==> src/rtl/mips_mc_pkg.sv <==
// Shared constants for the multicycle MIPS core: instruction encodings,
// ALU operation codes, FSM state encoding and helpers used by the datapath.
package mips_mc_pkg;

    localparam logic [31:0] RESET_PC_DEFAULT = 32'h0040_0000;
    localparam int          NUM_REGS         = 32;
    localparam int          REG_AW           = 5;

    localparam logic [5:0] OP_RTYPE = 6'h00;
    localparam logic [5:0] OP_LW    = 6'h23;
    localparam logic [5:0] OP_SW    = 6'h2B;
    localparam logic [5:0] OP_BEQ   = 6'h04;
    localparam logic [5:0] OP_ADDI  = 6'h08;
    localparam logic [5:0] OP_J     = 6'h02;

    localparam logic [5:0] FN_ADD = 6'h20;
    localparam logic [5:0] FN_SUB = 6'h22;
    localparam logic [5:0] FN_AND = 6'h24;
    localparam logic [5:0] FN_OR  = 6'h25;
    localparam logic [5:0] FN_NOR = 6'h27;
    localparam logic [5:0] FN_SLT = 6'h2A;

    typedef enum logic [2:0] {
        ALU_ADD, ALU_SUB, ALU_AND, ALU_OR, ALU_NOR, ALU_SLT, ALU_BAD
    } alu_op_t;

    typedef enum logic [3:0] {
        S_FETCH, S_DECODE, S_MEMADR, S_MEMRD, S_MEMWB, S_MEMWR, S_EXEC,
        S_ALUWB, S_BRANCH, S_ADDIEX, S_ADDIWB, S_JUMP, S_ILLEGAL
    } state_t;

    function automatic alu_op_t funct_to_op(input logic [5:0] funct);
        case (funct)
            FN_ADD:  return ALU_ADD;
            FN_SUB:  return ALU_SUB;
            FN_AND:  return ALU_AND;
            FN_OR:   return ALU_OR;
            FN_NOR:  return ALU_NOR;
            FN_SLT:  return ALU_SLT;
            default: return ALU_BAD;
        endcase
    endfunction

    function automatic logic [31:0] alu_compute(input alu_op_t op, input logic [31:0] a,
                                                input logic [31:0] b);
        case (op)
            ALU_ADD: return a + b;
            ALU_SUB: return a - b;
            ALU_AND: return a & b;
            ALU_OR:  return a | b;
            ALU_NOR: return ~(a | b);
            ALU_SLT: return ($signed(a) < $signed(b)) ? 32'd1 : 32'd0;
            default: return 32'd0;
        endcase
    endfunction

    function automatic logic [31:0] sign_ext(input logic [15:0] imm);
        return {{16{imm[15]}}, imm};
    endfunction

endpackage

==> src/rtl/mc_regfile.sv <==
// 32x32 register file: two combinational read ports, one synchronous write
// port; register 0 is hard-wired to zero.
module mc_regfile
    import mips_mc_pkg::*;
(
    input  logic              clk,
    input  logic              reset,
    input  logic [REG_AW-1:0] ra1,
    input  logic [REG_AW-1:0] ra2,
    output logic [31:0]       rd1,
    output logic [31:0]       rd2,
    input  logic              we,
    input  logic [REG_AW-1:0] wa,
    input  logic [31:0]       wd
);

    logic [31:0] regs [NUM_REGS];

    always_ff @(posedge clk or posedge reset) begin
        if (reset) begin
            for (int i = 0; i < NUM_REGS; i++) begin
                regs[i] <= '0;
            end
        end else if (we && (wa != '0)) begin
            regs[wa] <= wd;
        end
    end

    assign rd1 = (ra1 == '0) ? 32'd0 : regs[ra1];
    assign rd2 = (ra2 == '0) ? 32'd0 : regs[ra2];

endmodule

==> src/rtl/mips_mc_core.sv <==
// Multicycle MIPS core: control FSM, datapath, ALU and register file with a
// req/ready memory port, one memory-mapped GPIO register and an illegal trap.
module mips_mc_core
    import mips_mc_pkg::*;
#(
    parameter int          DataWidth  = 32,
    parameter logic [31:0] RESET_PC   = RESET_PC_DEFAULT,
    parameter int          GPIO_WIDTH = 8,
    parameter logic [31:0] GPIO_ADDR  = 32'h1001_0024
) (
    input  logic                  clk,
    input  logic                  reset,
    output logic [31:0]           mem_addr_o,
    output logic [31:0]           mem_wdata_o,
    output logic                  mem_we_o,
    output logic                  mem_req_o,
    input  logic [31:0]           mem_rdata_i,
    input  logic                  mem_ready_i,
    output logic [GPIO_WIDTH-1:0] GPIO_o,
    output logic [31:0]           pc_o,
    output logic                  illegal_o
);

    if (DataWidth != 32) begin : g_width_check
        $error("mips_mc_core: only DataWidth=32 is supported");
    end
    if (GPIO_WIDTH < 1 || GPIO_WIDTH > 32) begin : g_gpio_check
        $error("mips_mc_core: GPIO_WIDTH must be 1..32");
    end

    state_t state, next_state;

    logic [31:0]           pc, ir, a_reg, b_reg, alu_out, mdr;
    logic [GPIO_WIDTH-1:0] gpio;

    logic [5:0]  opcode, funct;
    logic [4:0]  rs, rt, rd;
    logic [31:0] sign_imm, rf_rd1, rf_rd2;
    logic        is_gpio;
    alu_op_t     alu_op;

    assign opcode   = ir[31:26];
    assign rs       = ir[25:21];
    assign rt       = ir[20:16];
    assign rd       = ir[15:11];
    assign funct    = ir[5:0];
    assign sign_imm = sign_ext(ir[15:0]);
    assign is_gpio  = (alu_out == GPIO_ADDR);
    assign alu_op   = funct_to_op(funct);

    logic        pc_we, ir_we, ab_we, alu_out_we, mdr_we, gpio_we, rf_we;
    logic        req, we;
    logic [31:0] pc_d, pc_clamped, alu_out_d, mdr_d, rf_wdata;
    logic [4:0]  rf_waddr;

    // Every PC update is floored at RESET_PC, including sequential PC+4.
    assign pc_clamped = (pc_d < RESET_PC) ? RESET_PC : pc_d;

    mc_regfile u_regfile (
        .clk   (clk),
        .reset (reset),
        .ra1   (rs),
        .ra2   (rt),
        .rd1   (rf_rd1),
        .rd2   (rf_rd2),
        .we    (rf_we),
        .wa    (rf_waddr),
        .wd    (rf_wdata)
    );

    always_ff @(posedge clk or posedge reset) begin
        if (reset) begin
            state   <= S_FETCH;
            pc      <= RESET_PC;
            ir      <= '0;
            a_reg   <= '0;
            b_reg   <= '0;
            alu_out <= '0;
            mdr     <= '0;
            gpio    <= '0;
        end else begin
            state <= next_state;
            if (pc_we)      pc      <= pc_clamped;
            if (ir_we)      ir      <= mem_rdata_i;
            if (ab_we)      a_reg   <= rf_rd1;
            if (ab_we)      b_reg   <= rf_rd2;
            if (alu_out_we) alu_out <= alu_out_d;
            if (mdr_we)     mdr     <= mdr_d;
            if (gpio_we)    gpio    <= b_reg[GPIO_WIDTH-1:0];
        end
    end

    always_comb begin
        next_state = state;
        pc_we      = 1'b0;
        ir_we      = 1'b0;
        ab_we      = 1'b0;
        alu_out_we = 1'b0;
        mdr_we     = 1'b0;
        gpio_we    = 1'b0;
        rf_we      = 1'b0;
        req        = 1'b0;
        we         = 1'b0;
        pc_d       = pc + 32'd4;
        alu_out_d  = alu_out;
        mdr_d      = mem_rdata_i;
        rf_waddr   = rt;
        rf_wdata   = alu_out;
        case (state)
            S_FETCH: begin
                req = 1'b1;
                if (mem_ready_i) begin
                    ir_we      = 1'b1;
                    pc_we      = 1'b1;
                    next_state = S_DECODE;
                end
            end
            S_DECODE: begin
                ab_we      = 1'b1;
                alu_out_we = 1'b1;
                alu_out_d  = pc + (sign_imm << 2);
                case (opcode)
                    OP_RTYPE:     next_state = S_EXEC;
                    OP_LW, OP_SW: next_state = S_MEMADR;
                    OP_BEQ:       next_state = S_BRANCH;
                    OP_ADDI:      next_state = S_ADDIEX;
                    OP_J:         next_state = S_JUMP;
                    default:      next_state = S_ILLEGAL;
                endcase
            end
            S_MEMADR: begin
                alu_out_we = 1'b1;
                alu_out_d  = a_reg + sign_imm;
                next_state = (opcode == OP_LW) ? S_MEMRD : S_MEMWR;
            end
            S_MEMRD: begin
                // The GPIO register is served internally and never reaches the bus.
                if (is_gpio) begin
                    mdr_we     = 1'b1;
                    mdr_d      = 32'(gpio);
                    next_state = S_MEMWB;
                end else begin
                    req = 1'b1;
                    if (mem_ready_i) begin
                        mdr_we     = 1'b1;
                        next_state = S_MEMWB;
                    end
                end
            end
            S_MEMWB: begin
                rf_we      = 1'b1;
                rf_wdata   = mdr;
                next_state = S_FETCH;
            end
            S_MEMWR: begin
                if (is_gpio) begin
                    gpio_we    = 1'b1;
                    next_state = S_FETCH;
                end else begin
                    req = 1'b1;
                    we  = 1'b1;
                    if (mem_ready_i) next_state = S_FETCH;
                end
            end
            S_EXEC: begin
                if (alu_op == ALU_BAD) begin
                    next_state = S_ILLEGAL;
                end else begin
                    alu_out_we = 1'b1;
                    alu_out_d  = alu_compute(alu_op, a_reg, b_reg);
                    next_state = S_ALUWB;
                end
            end
            S_ALUWB: begin
                rf_we      = 1'b1;
                rf_waddr   = rd;
                next_state = S_FETCH;
            end
            S_BRANCH: begin
                if (a_reg == b_reg) begin
                    pc_we = 1'b1;
                    pc_d  = alu_out;
                end
                next_state = S_FETCH;
            end
            S_ADDIEX: begin
                alu_out_we = 1'b1;
                alu_out_d  = a_reg + sign_imm;
                next_state = S_ADDIWB;
            end
            S_ADDIWB: begin
                rf_we      = 1'b1;
                next_state = S_FETCH;
            end
            S_JUMP: begin
                pc_we      = 1'b1;
                pc_d       = {pc[31:28], ir[25:0], 2'b00};
                next_state = S_FETCH;
            end
            S_ILLEGAL: next_state = S_ILLEGAL;
            default:   next_state = S_FETCH;
        endcase
    end

    // Strobes are masked by reset so an access in flight drops at once.
    assign mem_req_o   = req & ~reset;
    assign mem_we_o    = we & ~reset;
    assign mem_addr_o  = (state == S_FETCH) ? pc : alu_out;
    assign mem_wdata_o = b_reg;
    assign GPIO_o      = gpio;
    assign pc_o        = pc;
    assign illegal_o   = (state == S_ILLEGAL) & ~reset;

endmodule

==> config.mk <==
export PLATFORM = sky130hd
export DESIGN_NAME = mips_mc_core
export DESIGN_NICKNAME = d
export VERILOG_FILES = /design/src/rtl/mips_mc_pkg.sv /design/src/rtl/mc_regfile.sv /design/src/rtl/mips_mc_core.sv
export SDC_FILE = /design/constraint.sdc
export NUM_CORES = 2
export LEC_CHECK = 0
export BUFFER_PORTS_ARGS = -buffer_cell sky130_fd_sc_hd__clkbuf_2
export CAP_MARGIN = 15
export CORE_MARGIN = 2
export CORE_UTILIZATION = 25
export CTS_BUF_LIST = sky130_fd_sc_hd__clkbuf_2 sky130_fd_sc_hd__clkbuf_4 sky130_fd_sc_hd__clkbuf_8
export DETAILED_ROUTE_END_ITERATION = 6
export GPL_TIMING_DRIVEN = 0
export SYNTH_ARGS = -nofsm -noshare
export SYNTH_HDL_FRONTEND = slang
export SYNTH_SLANG_ARGS = --single-unit
==> constraint.sdc <==
create_clock -name clk -period 65.2 [get_ports clk]
set_input_delay 6.52 -clock clk [delete_from_list [all_inputs] [get_ports clk]]
set_output_delay 6.52 -clock clk [all_outputs]
set_load 0.01 [all_outputs]
* Yosys cells after proc, flatten, opt, wreduce, memory -nomap -nowiden *
Cells that the tools add are included.

storage, ports and cells
  bits in registers = 1228
  input bits = 35
  output and inout bits = 107
  word-level logic and storage cells = 160

cells by class
  add/subtract/negate cells = 5
  $lt $le $gt $ge = 6
  equality and inequality tests = 35
  muxes and demuxes = 48
  bitwise logic cells = 10
  reductions and logical operators = 16

operators by type and width
  operator                 number
  $bwmux W1024             1
  $mux W32                 14
  $bmux W32 S5             2
  $pmux W32 S6             1
  $demux W32 S5            1
  $add A32 B32 Y32         3
  $pmux W32 S3             1
  $pmux W32 S2             1
  $eq A6 B6 Y1 const B     8
  $add A32 B3 Y32 const B  1
  $and A32 B32 Y32         1
  $eq A32 B29 Y1 const B   1
  $eq A32 B32 Y1           1
  $lt A32 B23 Y1 const B   1
  $lt A32 B32 Y1           1
  $not A32 Y32             1
  $or A32 B32 Y32          1
  $pmux W4 S8              1
  $sub A32 B32 Y32         1
  $mux W4                  6
  $eq A4 B4 Y1 const B     5
  $pmux W4 S5              1
  $ge A6 B6 Y1 const B     3
  $not A5 Y6               3
  other kinds (30)         60

* Logic depth before layout (Yosys ltp) *
  depth after elaboration = 8
  mapped depth = 15
  mapped depth without buffers = 13

* Hierarchy *
Synthesis repeated with hierarchy kept, for this count alone.

unflattened totals
  cell total of the unflattened synthesis = 5913
  area, all modules = 73048.8 µm²

modules (own cells, without submodules)
  module        times used  cells each  area each (µm²)  sequential area each (µm²)
  mc_regfile    1           3614        54777.5          25624.6
  mips_mc_core  1           2299        18271.3          5106.1

* Worst setup path before layout *
OpenSTA, ideal clock, no wires.

  kind = input to output
  from = input reset
  to = output illegal_o
  data arrival time = 6.926 ns
  data required time = 58.680 ns
  slack = 51.754 ns
  stages on the path = 1
  buffers on the path = 0
  cell sequence = nor4_1

on the way
  longest elaborated chain between the ends = 2

RTL lines
  item                line                 text
  start: declaration  mips_mc_core.sv:12   input logic reset,
  $not A1 Y1          mips_mc_core.sv:212  assign illegal_o = (state == S_ILLEGAL) & ~reset;
  $and A1 B1 Y1       mips_mc_core.sv:212
  end: declaration    mips_mc_core.sv:21   output logic illegal_o

No other way between the ends.

* Worst setup path after layout *
Ends and elaborated chain as after synthesis.

==> out/qor.yml <==
placed_design:
  dp_hpwl_um: 257000
  gp_congestion: 0.987
  pre_cts_ws_ns: 51.20
  place_area_um2: 76700
  io_buffers: 141
synth:
  syn-cell-area_um2: 70300
  synth_top_area_share_pct: 43.6
  synth_area_per_cell_um2: 9.90
  ys_warn_count: 0
  yosys-top-cells-area: "dfrtp_1 44%, mux4_2 12%, a21oi_1 8.6%"
  syn-num-nets: 7312
  ys_seq_area_share_pct: 43.7
  synth_async_sr_flop_share_pct: 100
  post-synth-top-count-cell: "dfrtp_1"
  synth_cell_type_count: 93
  syn_inst: 7108
  synth_edf_count: 0
  synth-seq-cells: 1228
  synth_largest_area_cell: "dfrtp_1"
  synthTopCellsByCount: "1227 x dfrtp_1, 1215 x a21oi_1, 1099 x nor2_1"
  ys.flop_type: "dfrtp_1"
clock_network:
  clk_latency_ns: 1.03
  cts_buffers: 202
  h-tree-depth: 4
  root_buffer: "clkbuf_8"
  clockBufferDepth: 3
  cts_resized: 0
  cts_setup_buffers: 0
  cts_sinks: 1228
  clkTransAtPathRegs_ns: 0.06
  cts_tree: "done"
  hold_buffers: 0
critical_path:
  cpMaxStageDelayCell: "nor4_1"
  path_delay_family: "simple AND/OR/NAND/NOR gates"
  criticalPathCategory: "input port to primary output"
  r2r_slack_ns: 59.60
  crit_buf_inv: 2
  critical_path.most_common_cell: "clkbuf_2"
  path_cells: "clkbuf_2 -> nor4_1 -> clkbuf_2"
  slowest_delay_ns: 0.63
  critPathRequiredTime_ns: 58.68
  cp-start-kind: "input port"
  critPathCaptureType: "primary output"
  arrival_ns: 7.59
  cp_max_fo: 4
drt:
  vias: 63900
  via_per_inst: 5.60
  wl_um: 325000
  drc_errors: 3
  detail-route-antenna-nets: 0
  wl_per_cell_um: 28.5
  drtIter0Drc: 8843
  drtPass1Iterations: 7
global_routing:
  grt_max_degree: 134
  antenna_found_initial: 31
  grt_first_pass_wirelength_um: 456000
  overflow: 0
  track_usage_pct: 22.0
  grt_pass1_vias: 61700
sta:
  setup_ws_ns: 51.09
  period_needed_ns: 14.11
  relSlewSlack_pct: 7.87
  fin_skew_ns: 0.0892
  fmax_ghz: 0.0709
  period_share_pct: 21.6
  finalMaxSlewViolations: 0
  rsz0062_at_grt: "false"
  finalSetupViolCount: 0
  whs_ns: 0.484
  timing.setup.tns_ns: 0
  tightest_slew_ns: 1.38
  hold_violations: 0
power_and_ir_drop:
  clockPowerShare_pct: 16.2
  internal_power_mw: 2.41
  seqPwrFrac_pct: 27.8
  vdd_drop_max_mv: 0.0251
  p_total_mw: 4.86
  power.density_nw_per_um2: 59.7
  p_sw_mw: 2.45
  power.leakage_nw: 34.0
  swShare_pct: 50.5
  combinationalPowerShare_pct: 56.1
floorplan:
  fp.dieW_um: 534
  ios: 142
  die_y_um: 534
  core-area_um2: 280000
  num_rows: 194
  die_area_um2: 286000
  start_util_pct: 25.2
layout:
  drive_gt1_share_pct: 15.6
  largest-register: "u_regfile.regs"
  final_area_um2: 81500
  syn_to_final_growth_pct: 15.8
  seqCellArea_um2: 30700
  num-nets-final: 7727
  multiInputGateArea_um2: 36600
  fillers: 29200
  largest_reg_flops: 1024
worst_hold_path:
  hold_class: "flop to flop"
job:
  drv_cap: 0
status:
  failed_checks: "DRC"
  status: "finished, violations left"
through the flow:
| stage | util, % | cells |
|---|---|---|
| CTS | 29.1 | 11400 |
| global route | 29.1 | 11400 |
| floorplan | - | 7108 |
| global placement | 27.1 | 11000 |
| finish | 29.1 | 11400 |
| detailed placement | 27.4 | 11000 |
per-layer routing:
| layer | global-route usage (%) | share of wire, % | vias to the layer above |
|---|---|---|---|
| met3 | 7.36 | 13 | 726 |
| met2 | 32.0 | 42 | 4213 |
| met4 | 10.4 | 5.3 | 18 |
| li1 | - | - | 26800 |
| met5 | 0 | 0.035 | - |
| met1 | 29.4 | 40 | 32200 |
worst reg2reg max path, delay by kind of cell (launching register included):
kind / cells / cell delay [ns]
multiplexers: 2 / 0.79
AO/OA/AOI/OAI: 2 / 1.34
flip-flops: 1 / 0.34
buffers and inverters: 4 / 3.01
layout by cell type, fill, tap and decap left out, types with 15 or more instances in the layout:
cell type	instances
dfrtp_1	1227
a21oi_1	1215
nor2_1	1099
clkbuf_1	509
nand2_1	401
mux4_2	369
mux2i_1	316
o21ai_0	316
clkbuf_8	259
ha_1	165
clkbuf_2	150
o22ai_1	148
mux2_2	138
inv_1	114
xnor2_1	98
o221ai_1	93
nor3_1	71
buf_1	64
buf_2	62
clkbuf_4	59
a22oi_1	51
a22o_1	48
a221oi_1	37
nand3_1	34
a21o_1	31
a211oi_1	30
buf_8	30
nor4_1	29
o31ai_1	28
nand4_1	28
nand2b_1	26
buf_4	26
xor2_1	26
o21bai_1	24
nor2b_1	23
o211ai_1	20
a31oi_1	19
o21ai_1	18
buf_16	15
layout make-up:
class,count,share of cell area (%)
diodes,11,0.0338
plain buffers,652,3.15
clock buffers,318,4.92
clock inverters,41,0.757
inverters,119,0.557
multi-input cells,5109,45.0
flip-flops and latches,1228,37.7
well taps,3724,5.72
repair buffers,211,2.18
power by group through the flow:
| stage | Sequential [mW] | Combinational (mW) | Clock (mW) |
|---|---|---|---|
| 3_3_place_gp | 1.33 | 2.54 | 0 |
| 6_report | 1.35 | 2.73 | 0.786 |
| 4_1_cts | 1.33 | 2.61 | 0.789 |
| 5_1_grt | 1.37 | 2.84 | 0.824 |
| 2_1_floorplan | 1.22 | 1.60 | 0 |
| 3_5_place_dp | 1.34 | 2.60 | 0 |
cell families (layout without fill, tap and decap cells):
logic type / count (synthesis) / count (layout) / synth area share (%)
adders and majority gates: 169 / 169 / 3.05
AOI/OAI and AO/OA: 2189 / 2189 / 18.1
buffers and inverters: 771 / 1341 / 4.26
and+or+nand+nor: 1803 / 1803 / 10.8
xor gates and xnor gates: 124 / 124 / 1.54
DFF: 1228 / 1228 / 43.7
muxes: 824 / 824 / 18.5
other: 0 / 11 / 0
path summary, 6_finish.rpt:
| check | start | end | cells past startpoint |
|---|---|---|---|
| worst max-delay path | reset | illegal_o | 3 |
| worst min-delay path | u_regfile.regs[1021] | u_regfile.regs[1021] | 1 |
| worst max register to register | ir[17] | mem_wdata_o[30] | 8 |
| worst min register to register | u_regfile.regs[1021] | u_regfile.regs[1021] | 1 |
| max in group asynchronous | reset | u_regfile.regs[234] | 7 |
| min in group asynchronous | reset | ir[4] | 2 |
Note: power is estimated with default switching activity, not from simulation.
